`config.mk`:
```
export PLATFORM = sky130hd
export DESIGN_NAME = uart_cmd_parser_flat
export DESIGN_NICKNAME = d
export VERILOG_FILES = /design/src/rtl/uart_cmd_parser_pkg.sv /design/src/rtl/uart_cmd_parser_if.sv /design/src/rtl/uart_byte_strobe.sv /design/src/rtl/uart_cmd_parser.sv /design/src/flat_wrapper.sv
export SDC_FILE = /design/constraint.sdc
export NUM_CORES = 1
export LEC_CHECK = 0
export ABC_AREA = 1
export BUFFER_PORTS_ARGS = -buffer_cell sky130_fd_sc_hd__clkbuf_2
export CORE_MARGIN = 4
export CORE_UTILIZATION = 61
export CTS_CLUSTER_DIAMETER = 80
export DETAILED_ROUTE_END_ITERATION = 16
export PLACE_DENSITY_LB_ADDON = 0.08
export SKIP_LAST_GASP = 1
export SYNTH_ARGS = -nofsm -noshare
export SYNTH_HDL_FRONTEND = slang
export SYNTH_SLANG_ARGS = --single-unit
export TNS_END_PERCENT = 1
```
`constraint.sdc`:
```
create_clock -name sys_clk -period 2.56 [get_ports sys_clk]
set_input_delay 0.128 -clock sys_clk [delete_from_list [all_inputs] [get_ports sys_clk]]
set_output_delay 0.128 -clock sys_clk [all_outputs]
set_load 0.02 [all_outputs]
```
`src/rtl/uart_cmd_parser_pkg.sv`:
```
`default_nettype none
// ============================================================================
// Module      : uart_cmd_parser_pkg
// Description : Shared state encoding, framing constants and checksum helper
//               for the UART command parser.
// Revision    : 1.0 - initial release
// ============================================================================
package uart_cmd_parser_pkg;

    typedef enum logic [2:0] {
        S_IDLE = 3'd0,
        S_CMD  = 3'd1,
        S_LEN  = 3'd2,
        S_DATA = 3'd3,
        S_CHK  = 3'd4,
        S_PEND = 3'd5
    } state_t;

    localparam logic [7:0] c_SYNC_BYTE   = 8'hA5;
    localparam int         c_MAX_LEN     = 16;
    // 1 ms of inter-byte silence at 50 MHz
    localparam int         c_TIMEOUT_CYC = 50000;

    function automatic logic [7:0] chk_add(input logic [7:0] sum, input logic [7:0] b);
        return sum + b;
    endfunction

    function automatic logic is_timed(input state_t s);
        return (s == S_CMD) || (s == S_LEN) || (s == S_DATA) || (s == S_CHK);
    endfunction

endpackage
`default_nettype wire

```
`src/rtl/uart_cmd_parser_if.sv`:
```
`default_nettype none
// ============================================================================
// Module      : uart_cmd_parser_if
// Description : Receiver byte stream, host command handshake, payload read
//               port and error pulses of the UART command parser.
// Revision    : 1.0 - initial release
// ============================================================================
interface uart_cmd_parser_if #(
    parameter int MAX_LEN = 16
) ();
    localparam int c_AW = (MAX_LEN > 1) ? $clog2(MAX_LEN) : 1;

    logic            uart_done;
    logic [7:0]      uart_data;
    logic            cmd_valid;
    logic            cmd_ack;
    logic [7:0]      cmd_code;
    logic [7:0]      cmd_len;
    logic [c_AW-1:0] rd_addr;
    logic [7:0]      rd_data;
    logic            err_chk;
    logic            err_len;
    logic            err_timeout;
    logic            err_ovr;

    modport master (
        output uart_done, uart_data, cmd_ack, rd_addr,
        input  cmd_valid, cmd_code, cmd_len, rd_data,
               err_chk, err_len, err_timeout, err_ovr
    );

    modport slave (
        input  uart_done, uart_data, cmd_ack, rd_addr,
        output cmd_valid, cmd_code, cmd_len, rd_data,
               err_chk, err_len, err_timeout, err_ovr
    );
endinterface
`default_nettype wire

```
`src/rtl/uart_byte_strobe.sv`:
```
`default_nettype none
// ============================================================================
// Module      : uart_byte_strobe
// Description : Turns the receiver's multi-cycle done level into a 1-cycle
//               byte strobe with the byte captured on the rising edge.
// Revision    : 1.0 - initial release
// ============================================================================
module uart_byte_strobe (
    input  wire logic       clk,
    input  wire logic       rst,
    input  wire logic       i_uart_done,
    input  wire logic [7:0] i_uart_data,
    output logic            o_byte_stb,
    output logic [7:0]      o_byte_data
);

    logic       r_done_d;
    logic       r_stb;
    logic [7:0] r_data;
    logic       w_rise;

    assign w_rise = i_uart_done & ~r_done_d;

    always_ff @(posedge clk or posedge rst) begin
        if (rst) begin
            r_done_d <= 1'b0;
            r_stb    <= 1'b0;
            r_data   <= 8'h00;
        end else begin
            r_done_d <= i_uart_done;
            r_stb    <= w_rise;
            if (w_rise) begin
                r_data <= i_uart_data;
            end
        end
    end

    assign o_byte_stb  = r_stb;
    assign o_byte_data = r_data;

endmodule
`default_nettype wire

```
`src/rtl/uart_cmd_parser.sv`:
```
`default_nettype none
// ============================================================================
// Module      : uart_cmd_parser
// Description : Frames SYNC/CMD/LEN/payload/CHK packets from the UART byte
//               stream, verifies the checksum and hands good commands to the
//               host over a valid/ack handshake with a payload read port.
// Revision    : 1.0 - initial release
// ============================================================================
module uart_cmd_parser
    import uart_cmd_parser_pkg::*;
#(
    parameter int         MAX_LEN     = c_MAX_LEN,
    parameter logic [7:0] SYNC_BYTE   = c_SYNC_BYTE,
    parameter int         TIMEOUT_CYC = c_TIMEOUT_CYC
) (
    input  wire logic         sys_clk,
    input  wire logic         sys_rst,
    uart_cmd_parser_if.slave  bus
);

    localparam int c_AW = (MAX_LEN > 1) ? $clog2(MAX_LEN) : 1;
    localparam int c_TW = (TIMEOUT_CYC > 1) ? $clog2(TIMEOUT_CYC) : 1;
    localparam logic [c_TW-1:0] c_TO_LAST = c_TW'(TIMEOUT_CYC - 1);

    logic            w_stb;
    logic [7:0]      w_byte;

    state_t          r_state, w_state_nxt;
    logic [7:0]      r_code,  w_code_nxt;
    logic [7:0]      r_len,   w_len_nxt;
    logic [7:0]      r_sum,   w_sum_nxt;
    logic [c_AW-1:0] r_idx,   w_idx_nxt;
    logic [c_TW-1:0] r_tcnt,  w_tcnt_nxt;
    logic            r_err_chk, r_err_len, r_err_timeout, r_err_ovr;
    logic            w_err_chk, w_err_len, w_err_timeout, w_err_ovr;
    logic            w_buf_we;
    logic [7:0]      r_rd_data;
    logic [7:0]      r_buf [MAX_LEN];

    uart_byte_strobe u_strobe (
        .clk         (sys_clk),
        .rst         (sys_rst),
        .i_uart_done (bus.uart_done),
        .i_uart_data (bus.uart_data),
        .o_byte_stb  (w_stb),
        .o_byte_data (w_byte)
    );

    always_ff @(posedge sys_clk or posedge sys_rst) begin
        if (sys_rst) begin
            r_state       <= S_IDLE;
            r_code        <= 8'h00;
            r_len         <= 8'h00;
            r_sum         <= 8'h00;
            r_idx         <= '0;
            r_tcnt        <= '0;
            r_err_chk     <= 1'b0;
            r_err_len     <= 1'b0;
            r_err_timeout <= 1'b0;
            r_err_ovr     <= 1'b0;
        end else begin
            r_state       <= w_state_nxt;
            r_code        <= w_code_nxt;
            r_len         <= w_len_nxt;
            r_sum         <= w_sum_nxt;
            r_idx         <= w_idx_nxt;
            r_tcnt        <= w_tcnt_nxt;
            r_err_chk     <= w_err_chk;
            r_err_len     <= w_err_len;
            r_err_timeout <= w_err_timeout;
            r_err_ovr     <= w_err_ovr;
        end
    end

    always_comb begin
        w_state_nxt   = r_state;
        w_code_nxt    = r_code;
        w_len_nxt     = r_len;
        w_sum_nxt     = r_sum;
        w_idx_nxt     = r_idx;
        w_tcnt_nxt    = '0;
        w_err_chk     = 1'b0;
        w_err_len     = 1'b0;
        w_err_timeout = 1'b0;
        w_err_ovr     = 1'b0;
        w_buf_we      = 1'b0;

        // A strobe arriving in the expiry cycle takes priority over the timeout
        if (is_timed(r_state) && !w_stb) begin
            if (r_tcnt == c_TO_LAST) begin
                w_err_timeout = 1'b1;
                w_state_nxt   = S_IDLE;
            end else begin
                w_tcnt_nxt = r_tcnt + 1'b1;
            end
        end

        case (r_state)
            S_IDLE: begin
                if (w_stb && (w_byte == SYNC_BYTE)) begin
                    w_state_nxt = S_CMD;
                end
            end
            S_CMD: begin
                if (w_stb) begin
                    w_code_nxt  = w_byte;
                    w_sum_nxt   = w_byte;
                    w_state_nxt = S_LEN;
                end
            end
            S_LEN: begin
                if (w_stb) begin
                    w_len_nxt = w_byte;
                    w_sum_nxt = chk_add(r_sum, w_byte);
                    if (int'(w_byte) > MAX_LEN) begin
                        w_err_len   = 1'b1;
                        w_state_nxt = S_IDLE;
                    end else if (w_byte == 8'h00) begin
                        w_state_nxt = S_CHK;
                    end else begin
                        w_idx_nxt   = '0;
                        w_state_nxt = S_DATA;
                    end
                end
            end
            S_DATA: begin
                if (w_stb) begin
                    w_buf_we  = 1'b1;
                    w_sum_nxt = chk_add(r_sum, w_byte);
                    if (8'(r_idx) == (r_len - 8'd1)) begin
                        w_state_nxt = S_CHK;
                    end else begin
                        w_idx_nxt = r_idx + 1'b1;
                    end
                end
            end
            S_CHK: begin
                if (w_stb) begin
                    if (w_byte == r_sum) begin
                        w_state_nxt = S_PEND;
                    end else begin
                        w_err_chk   = 1'b1;
                        w_state_nxt = S_IDLE;
                    end
                end
            end
            S_PEND: begin
                // Everything is frozen; bytes arriving now are lost
                w_err_ovr = w_stb;
                if (bus.cmd_ack) begin
                    w_state_nxt = S_IDLE;
                end
            end
            default: begin
                w_state_nxt = S_IDLE;
            end
        endcase
    end

    always_ff @(posedge sys_clk) begin
        if (w_buf_we) begin
            r_buf[r_idx] <= w_byte;
        end
    end

    always_ff @(posedge sys_clk or posedge sys_rst) begin
        if (sys_rst) begin
            r_rd_data <= 8'h00;
        end else if (int'(bus.rd_addr) < MAX_LEN) begin
            r_rd_data <= r_buf[bus.rd_addr];
        end else begin
            r_rd_data <= 8'h00;
        end
    end

    assign bus.cmd_valid   = (r_state == S_PEND);
    assign bus.cmd_code    = r_code;
    assign bus.cmd_len     = r_len;
    assign bus.rd_data     = r_rd_data;
    assign bus.err_chk     = r_err_chk;
    assign bus.err_len     = r_err_len;
    assign bus.err_timeout = r_err_timeout;
    assign bus.err_ovr     = r_err_ovr;

endmodule
`default_nettype wire

```
`src/flat_wrapper.sv`:
```
// flat-port wrapper written by rule: the top's interface ports become plain ports
module uart_cmd_parser_flat import uart_cmd_parser_pkg::*;
#(
    parameter int         MAX_LEN     = c_MAX_LEN,
    parameter logic [7:0] SYNC_BYTE   = c_SYNC_BYTE,
    parameter int         TIMEOUT_CYC = c_TIMEOUT_CYC
)
  (sys_clk, sys_rst, bus_uart_done, bus_uart_data, bus_cmd_ack, bus_rd_addr, bus_cmd_valid, bus_cmd_code, bus_cmd_len, bus_rd_data, bus_err_chk, bus_err_len, bus_err_timeout, bus_err_ovr);
  uart_cmd_parser_if #(.MAX_LEN(MAX_LEN)) bus_i ();
  input  wire logic sys_clk;
  input  wire logic sys_rst;
  input wire logic [$bits(bus_i.uart_done)-1:0] bus_uart_done;
  input wire logic [$bits(bus_i.uart_data)-1:0] bus_uart_data;
  input wire logic [$bits(bus_i.cmd_ack)-1:0] bus_cmd_ack;
  input wire logic [$bits(bus_i.rd_addr)-1:0] bus_rd_addr;
  output wire logic [$bits(bus_i.cmd_valid)-1:0] bus_cmd_valid;
  output wire logic [$bits(bus_i.cmd_code)-1:0] bus_cmd_code;
  output wire logic [$bits(bus_i.cmd_len)-1:0] bus_cmd_len;
  output wire logic [$bits(bus_i.rd_data)-1:0] bus_rd_data;
  output wire logic [$bits(bus_i.err_chk)-1:0] bus_err_chk;
  output wire logic [$bits(bus_i.err_len)-1:0] bus_err_len;
  output wire logic [$bits(bus_i.err_timeout)-1:0] bus_err_timeout;
  output wire logic [$bits(bus_i.err_ovr)-1:0] bus_err_ovr;
  assign bus_i.uart_done = bus_uart_done;
  assign bus_i.uart_data = bus_uart_data;
  assign bus_i.cmd_ack = bus_cmd_ack;
  assign bus_i.rd_addr = bus_rd_addr;
  assign bus_cmd_valid = bus_i.cmd_valid;
  assign bus_cmd_code = bus_i.cmd_code;
  assign bus_cmd_len = bus_i.cmd_len;
  assign bus_rd_data = bus_i.rd_data;
  assign bus_err_chk = bus_i.err_chk;
  assign bus_err_len = bus_i.err_len;
  assign bus_err_timeout = bus_i.err_timeout;
  assign bus_err_ovr = bus_i.err_ovr;
  uart_cmd_parser #(.MAX_LEN(MAX_LEN), .SYNC_BYTE(SYNC_BYTE), .TIMEOUT_CYC(TIMEOUT_CYC)) u_core (.sys_clk(sys_clk), .sys_rst(sys_rst), .bus(bus_i));
endmodule
```
After elaboration in Yosys (flattened, before gate mapping):

Memories as Yosys holds them, arrays and structs flattened. A register that Yosys moved wholly into a read port is not among the register bits.
Cells that the tools add are included.

* flip-flop bits (word level): 61
* latch bits: 0
* bits in writable memories: 128
* ROM bits: 0
* input port bits: 16
* output and inout port bits: 29
* word-level logic and storage cells: 89
* memories kept: 1

Memory list
* u_core.r_buf: depth 16, bits a word 8, rd ports 1, clocked after memory_dff 1, wr ports 1, RTL line uart_cmd_parser.sv:38 `logic [7:0] r_buf [MAX_LEN];`

* $add $sub $neg: 4
* multiply operators: 0
* divide/modulo/power cells: 0
* magnitude comparators: 1
* eq/ne operators: 16
* shift-type cells: 0
* muxes and demuxes: 37
* bitwise gates (word level): 2
* reduce and logical (&&, ||, !) cells: 15

Operators with widths (number)
* 3-bit two-way mux: 12
* 16-bit two-way mux: 2
* 4-bit two-way mux: 5
* 3-bit case mux with 6 select lines: 1
* 16-bit by 1-bit adder with 16-bit output, second input constant: 1
* 16-bit equality test, second input constant: 1
* 8-bit two-way mux: 2
* 8-bit case mux with 2 select lines: 1
* 1-bit two-way mux: 13
* 2-bit inequality test, second input constant: 6
* 8-bit adder: 1
* 4-bit by 8-bit equality test with 1-bit output: 1
* 8-bit equality test: 1
* 8-bit equality test, second input constant: 1
* 8-bit by 5-bit > comparator with 1-bit output, second input constant: 1
* 8-bit logical NOT: 1
* 4-bit case mux with 2 select lines: 1
* 8-bit by 1-bit subtractor with 8-bit output, second input constant: 1
* 3-bit by 2-bit equality test with 1-bit output, second input constant: 2
* 3-bit equality test, second input constant: 2
* 6-bit AND reduction: 1
* 4-bit by 1-bit adder with 4-bit output, second input constant: 1
* 2-bit AND reduction: 2
* 2-bit nonzero test: 2
* other kinds (10): 13

Longest topological paths before layout:

* depth after elaboration: 9
* mapped depth: 15
* depth with buffers taken out: 15

By module:

A second synthesis with hierarchy kept.

* cells, all modules: 840
* area total of the unflattened synthesis: 8939.8 µm²

By module, submodules not included
* uart_cmd_parser: instances 1, cells each 801, area each 8539.4 µm², seq. area each 5320.1 µm²
* uart_byte_strobe: instances 1, cells each 39, area each 400.4 µm², seq. area each 250.2 µm²

Worst setup path after synthesis:

OpenSTA, ideal clock, no wires.

* kind: flip-flop to flip-flop
* start: register u_core.u_strobe.r_data[1], in the netlist u_core.u_strobe.o_byte_data[1]
* end: register u_core.r_sum[6]
* setup time: 0.123 ns
* arrival: 1.853 ns
* data required time: 2.437 ns
* setup slack: 0.584 ns
* stages on the path, launching flop included: 11
* path buffers: 0
* period minus slack after synthesis: 1.976 ns
* path through: dfrtp_1 > inv_1 > fa_1 > nand3b_1 > nand2_1 > nand2_1 > nand2_1 > a21oi_1 > xnor2_1 > o21ai_0 > nand2_1

* word-level cells in the longest chain between the ends: 3

RTL lines
* from (decl): RTL line uart_byte_strobe.sv:19 `logic [7:0] r_data;`
* from (signal assigned): RTL line uart_byte_strobe.sv:33 `r_data <= i_uart_data;`
* 8-bit adder: RTL line uart_cmd_parser_pkg.sv:25 `return sum + b;`
* 8-bit two-way mux: RTL line uart_cmd_parser.sv:112, uart_cmd_parser.sv:127
* 8-bit case mux with 2 select lines: RTL line uart_cmd_parser.sv:98 `case (r_state)`
* to (signal assigned): RTL line uart_cmd_parser.sv:65 `r_sum <= w_sum_nxt;`
* to (decl): RTL line uart_cmd_parser.sv:31 `logic [7:0] r_sum, w_sum_nxt;`

No other way between the ends. The select of a mux whose other input is x is not followed.
A chain may end at the register's enable or synchronous reset.

Final worst setup path:

* start: register u_core.r_state[2]
* end: memory u_core.r_buf[13][4], enable pin

* word-level cells in the longest chain between the ends: 4

RTL lines
* from (decl): RTL line uart_cmd_parser.sv:28 `state_t r_state, w_state_nxt;`
* from (signal assigned): RTL line uart_cmd_parser.sv:62 `r_state <= w_state_nxt;`
* 3-bit by 2-bit equality test with 1-bit output: RTL line uart_cmd_parser.sv:98
* 1-bit two-way mux: RTL line uart_cmd_parser.sv:98
* 1-bit two-way mux: RTL line uart_cmd_parser.sv:161 `if (w_buf_we) begin`
* 1-bit two-way mux (implied by the code): RTL line uart_cmd_parser.sv:162 `r_buf[r_idx] <= w_byte;`
* to (decl): RTL line uart_cmd_parser.sv:38

No other way between the ends.

==> impl.org <==
** Clock tree
- H-tree depth :: 4
- Clock-pin slew was measured on the worst setup and hold paths at 0.07 ns.
- Counting along the longest clock path gives a buffer depth of 2.
- Clock Latency Late Sink :: 0.43 ns
- TritonCTS built the clock tree.
- Counting the buffers created by CTS gives 17.
- After clock tree synthesis, the setup repair step added 0 buffers.
- Clock Sink Count :: 197
- Root Buffer :: clkbuf_16

** Synth
- For this run, the number of Yosys warnings is 0.
- Counting every instance in the synthesized netlist gives 811.
- Yosys top cell by area :: edfxtp_1
- Part of the Yosys area used for sequential elements :: 63.40%
- Count of flip-flops with a built-in enable after synthesis :: 128
- In this run the mean area of a mapped cell was 10.83 um^2.
- Post-synthesis async set-or-reset flop share :: 35.03%
- After synthesis, the netlist uses 36 different library cells.
- By area the synthesized netlist is led by edfxtp_1 (44%), dfrtp_1 (20%), nand2_1 (5.5%).
- Among all flip-flop cells after synthesis, the most frequent one is edfxtp_1.
- Counting every net in the synthesized netlist gives 841.
- The share of synthesized area in the top cell type comes to 43.75%.
- Register bit count reported by yosys :: 197
- Counting instances in the post-synthesis netlist gives the leading cell types as edfxtp_1 (128), nand2_1 (128), inv_1 (87).
- Netlist area before placement :: 8786 um^2

** Timing
- Setup slack of the critical path after layout :: 0.2589 ns
- After layout, the worst path uses 89.89% of the clock period.
- Sum Neg Setup Slack :: 0 ns
- Unrepaired setup endpoints after global routing :: false
- Final setup fails :: 0
- Between clock sinks in the finished design, the worst skew comes to 0.008920 ns.
- The worst pin sits at a relative slew slack of 29.02%.
- Hold violation count in the final report :: 0
- The max-slew violation count was 0.
- Slew @ Worst Pin :: 1.065 ns
- Derived from the worst setup path, the maximum achievable clock frequency is 0.4346 GHz.
- Shortest clock period the worst path allows after layout :: 2.301 ns

** Outcome
- Run status :: finished clean

** Placed design
- The HPWL after detailed placement is 13400 um.
- Input and output buffers added on the ports amount to 44.
- Pre-CTS setup slack :: 0.2982 ns
- Routability-driven placement finished with a final weighted congestion of 0.9204.
- In this run the cell area measured after placement is 9336 um^2.

** Drt
- The final layout contains routed wiring with a total length of 19620 um.
- Violation count after the first detailed-route iteration :: 675
- After detailed routing, the average wire length per cell comes to 18.18 um.
- Summing over every cut layer, the via total after detailed routing is 6203.
- In the routed design, unresolved DRC markers number 0.
- The first detailed-routing pass took 5 iterations.
- The detail route stage leaves a number of antenna-violating nets equal to 0.
- After detailed routing, the number of vias per cell comes to 5.749.

** Floorplanning
- Core area :: 13990 um^2
- The die is 128.0 um wide.
- Total Die Area :: 16390 um^2
- I/O pin count :: 45
- The floorplan step set the die height to 128.0 um.
- Once the floorplan was initialized, standard cells occupied 62.81% of the core.
- In this run the core area contains 43 standard-cell rows.

** Power and ir drop
- IR analysis of the VDD net gives a maximum drop of 0.7048 mV.
- The internal power of the cells totals 5.653 mW.
- In this run, the clock network consumes 29.8% of the power.
- Dividing total power by cell area gives a power density of 824.3 nW/um^2.
- The analysis attributes to cell leakage a power of 4.234 nW.
- Net switching is 31.35% of the power.
- Tot Pwr :: 8.235 mW
- Registers are responsible for 47.7% of the overall power.
- Combinational fraction of design power :: 22.5%
- Summed over all nets, the switching power comes to 2.581 mW.

** Cells and area
- Area of the multi-input gates :: 2748 um^2
- Compared with the post-synthesis result, the final layout area differs by 13.70%.
- Measured on the finished design, the core utilization comes to 71.41%.
- Ratio of cells with drive above 1 in the final layout :: 14.46%
- After routing the design area is 9990 um^2.
- Total Nets Final :: 916
- 0 antenna diodes ended up in the layout.
- Summing all flip-flop and latch instances after layout gives 5570 um^2.
- Counting the fill cells in the layout gives 1009.

** Critical path
- Sort of element at the start of the critical path :: register
- Data on the critical path arrives at its endpoint at 2.44 ns.
- STA puts the critical path data required time at 2.70 ns.
- Kind of critical path :: reg2reg
- Crit Path Max Fanout :: 15
- CP Capture Type :: register

** Global route
- Summed over all layers, the global routing overflow is 0.
- Wire length of the first global-routing pass :: 31440 um
- Via count of the first global-routing pass :: 6071
- The number of antenna violations at the first check in global routing came to 0.
- Across every metal layer, demand over resource in global routing totals 25.41%.
- Entering global routing, the biggest net connects 97 pins.

** Hold path
- Type of the worst min-delay path :: in2reg

** Run
- Total of max-cap violations :: 0
placed cells by master, fill, tap and decap left out, drive strengths merged:
cell | netlist | layout
a21oi | 50 | 50
buf | 12 | 31
clkbuf | 16 | 65
clkinv | 1 | 7
clkinvlp | 0 | 2
dfrtp | 69 | 69
dlygate4sd3 | 0 | 10
edfxtp | 128 | 128
fa | 1 | 1
ha | 13 | 13
inv | 91 | 93
mux2i | 32 | 32
nand2 | 132 | 132
nand2b | 1 | 1
nand3 | 43 | 43
nand3b | 2 | 2
nand4 | 12 | 12
nor2 | 67 | 67
nor3 | 3 | 3
nor3b | 6 | 6
nor4 | 4 | 4
o211ai | 33 | 33
o21a | 1 | 1
o21ai | 78 | 78
or2 | 3 | 3
xnor2 | 5 | 5
xor2 | 8 | 8
final timing paths:
| kind | start | to | slack [ns] | depth (start not counted) |
|---|---|---|---|---|
| setup / recovery | u_core.r_state[2] | u_core.r_buf[13][4] | 0.26 | 8 |
| hold / removal | bus_rd_addr[3] | u_core.bus.rd_data[7] | 0.08 | 3 |
| setup reg to reg | u_core.r_state[2] | u_core.r_buf[13][4] | 0.26 | 8 |
| hold reg to reg | u_core.r_tcnt[0] | u_core.r_tcnt[0] | 0.47 | 1 |
| max in group asynchronous | sys_rst | u_core.bus.cmd_len[1] | 1.44 | 4 |
| min in group asynchronous | sys_rst | u_core.r_tcnt[0] | 0.31 | 3 |
cells by family (layout without fill, tap and decap cells):
kind of cell	Yosys count	count (layout)	synth area share [%]
compound gates	162	162	10.24
xor+xnor	13	13	1.296
fa+ha+maj	14	14	2.079
buf+inv	120	208	5.326
flops	197	197	63.40
mux	32	32	3.646
simple gates	273	273	14.01
routing by layer:
layer	GRT usage, %	wire (um)	vias up
li1	-	-	2948
met1	32.81	8019	2969
met2	42.95	9843	236
met3	4.208	1135	50
met4	10.61	621	0
met5	0	0	-
timing repair:
item	4_1_cts	5_1_grt
endpoints found under the hold margin	33	0
hold buffers	10	0
resized for setup	0	0
flip-flops by register name, indices dropped and copies added, names as in the netlist:
register,count
u_core.bus.cmd_len,8
u_core.r_state,3
u_core.bus.err_len,1
u_core.bus.cmd_code,8
u_core.bus.err_ovr,1
u_core.bus.rd_data,8
u_core.u_strobe.o_byte_data,8
u_core.r_idx,4
u_core.u_strobe.r_done_d,1
u_core.r_buf,128
u_core.r_tcnt,16
u_core.u_strobe.o_byte_stb,1
u_core.r_sum,8
u_core.bus.err_chk,1
u_core.bus.err_timeout,1
stage by stage:
| stage | std cells | hold slack, ns |
|---|---|---|
| finish | 1079 | 0.07796 |
| global route | 1079 | 0.08230 |
| CTS | 1079 | 0.06979 |
| detailed placement | 1037 | 0.2105 |
| global placement | 1037 | 0.1999 |
| floorplan | 811 | 0.1594 |
layout make-up:
class                           count  share of cell area, %
Clock buffer                       22                  4.785
Inverter                           92                  3.457
Timing Repair Buffer               84                  5.486
Sequential cell                   197                  55.76
Tap cell                          180                  2.255
Multi-Input combinational cell    494                  27.51
Clock inverter                     10                 0.7515
power by group through the flow:
stage	Clock, mW	Combinational [mW]	Sequential, mW
2_1_floorplan	0	1.11	4.12
3_3_place_gp	0	1.77	3.97
3_5_place_dp	0	1.83	3.98
4_1_cts	2.49	1.85	3.92
5_1_grt	2.66	2.08	3.96
6_report	2.46	1.85	3.93
worst max-delay path, stage by stage, from the launching register on:
cell and delay [ns]:
dfrtp_1 0.45, inv_2 0.11, nand2_2 0.17, nor2_2 0.27, inv_1 0.11, nor2_1 0.28
nand2_1 0.27, nor2_1 0.16, buf_4 0.19
(Power assumes the default switching activity.)
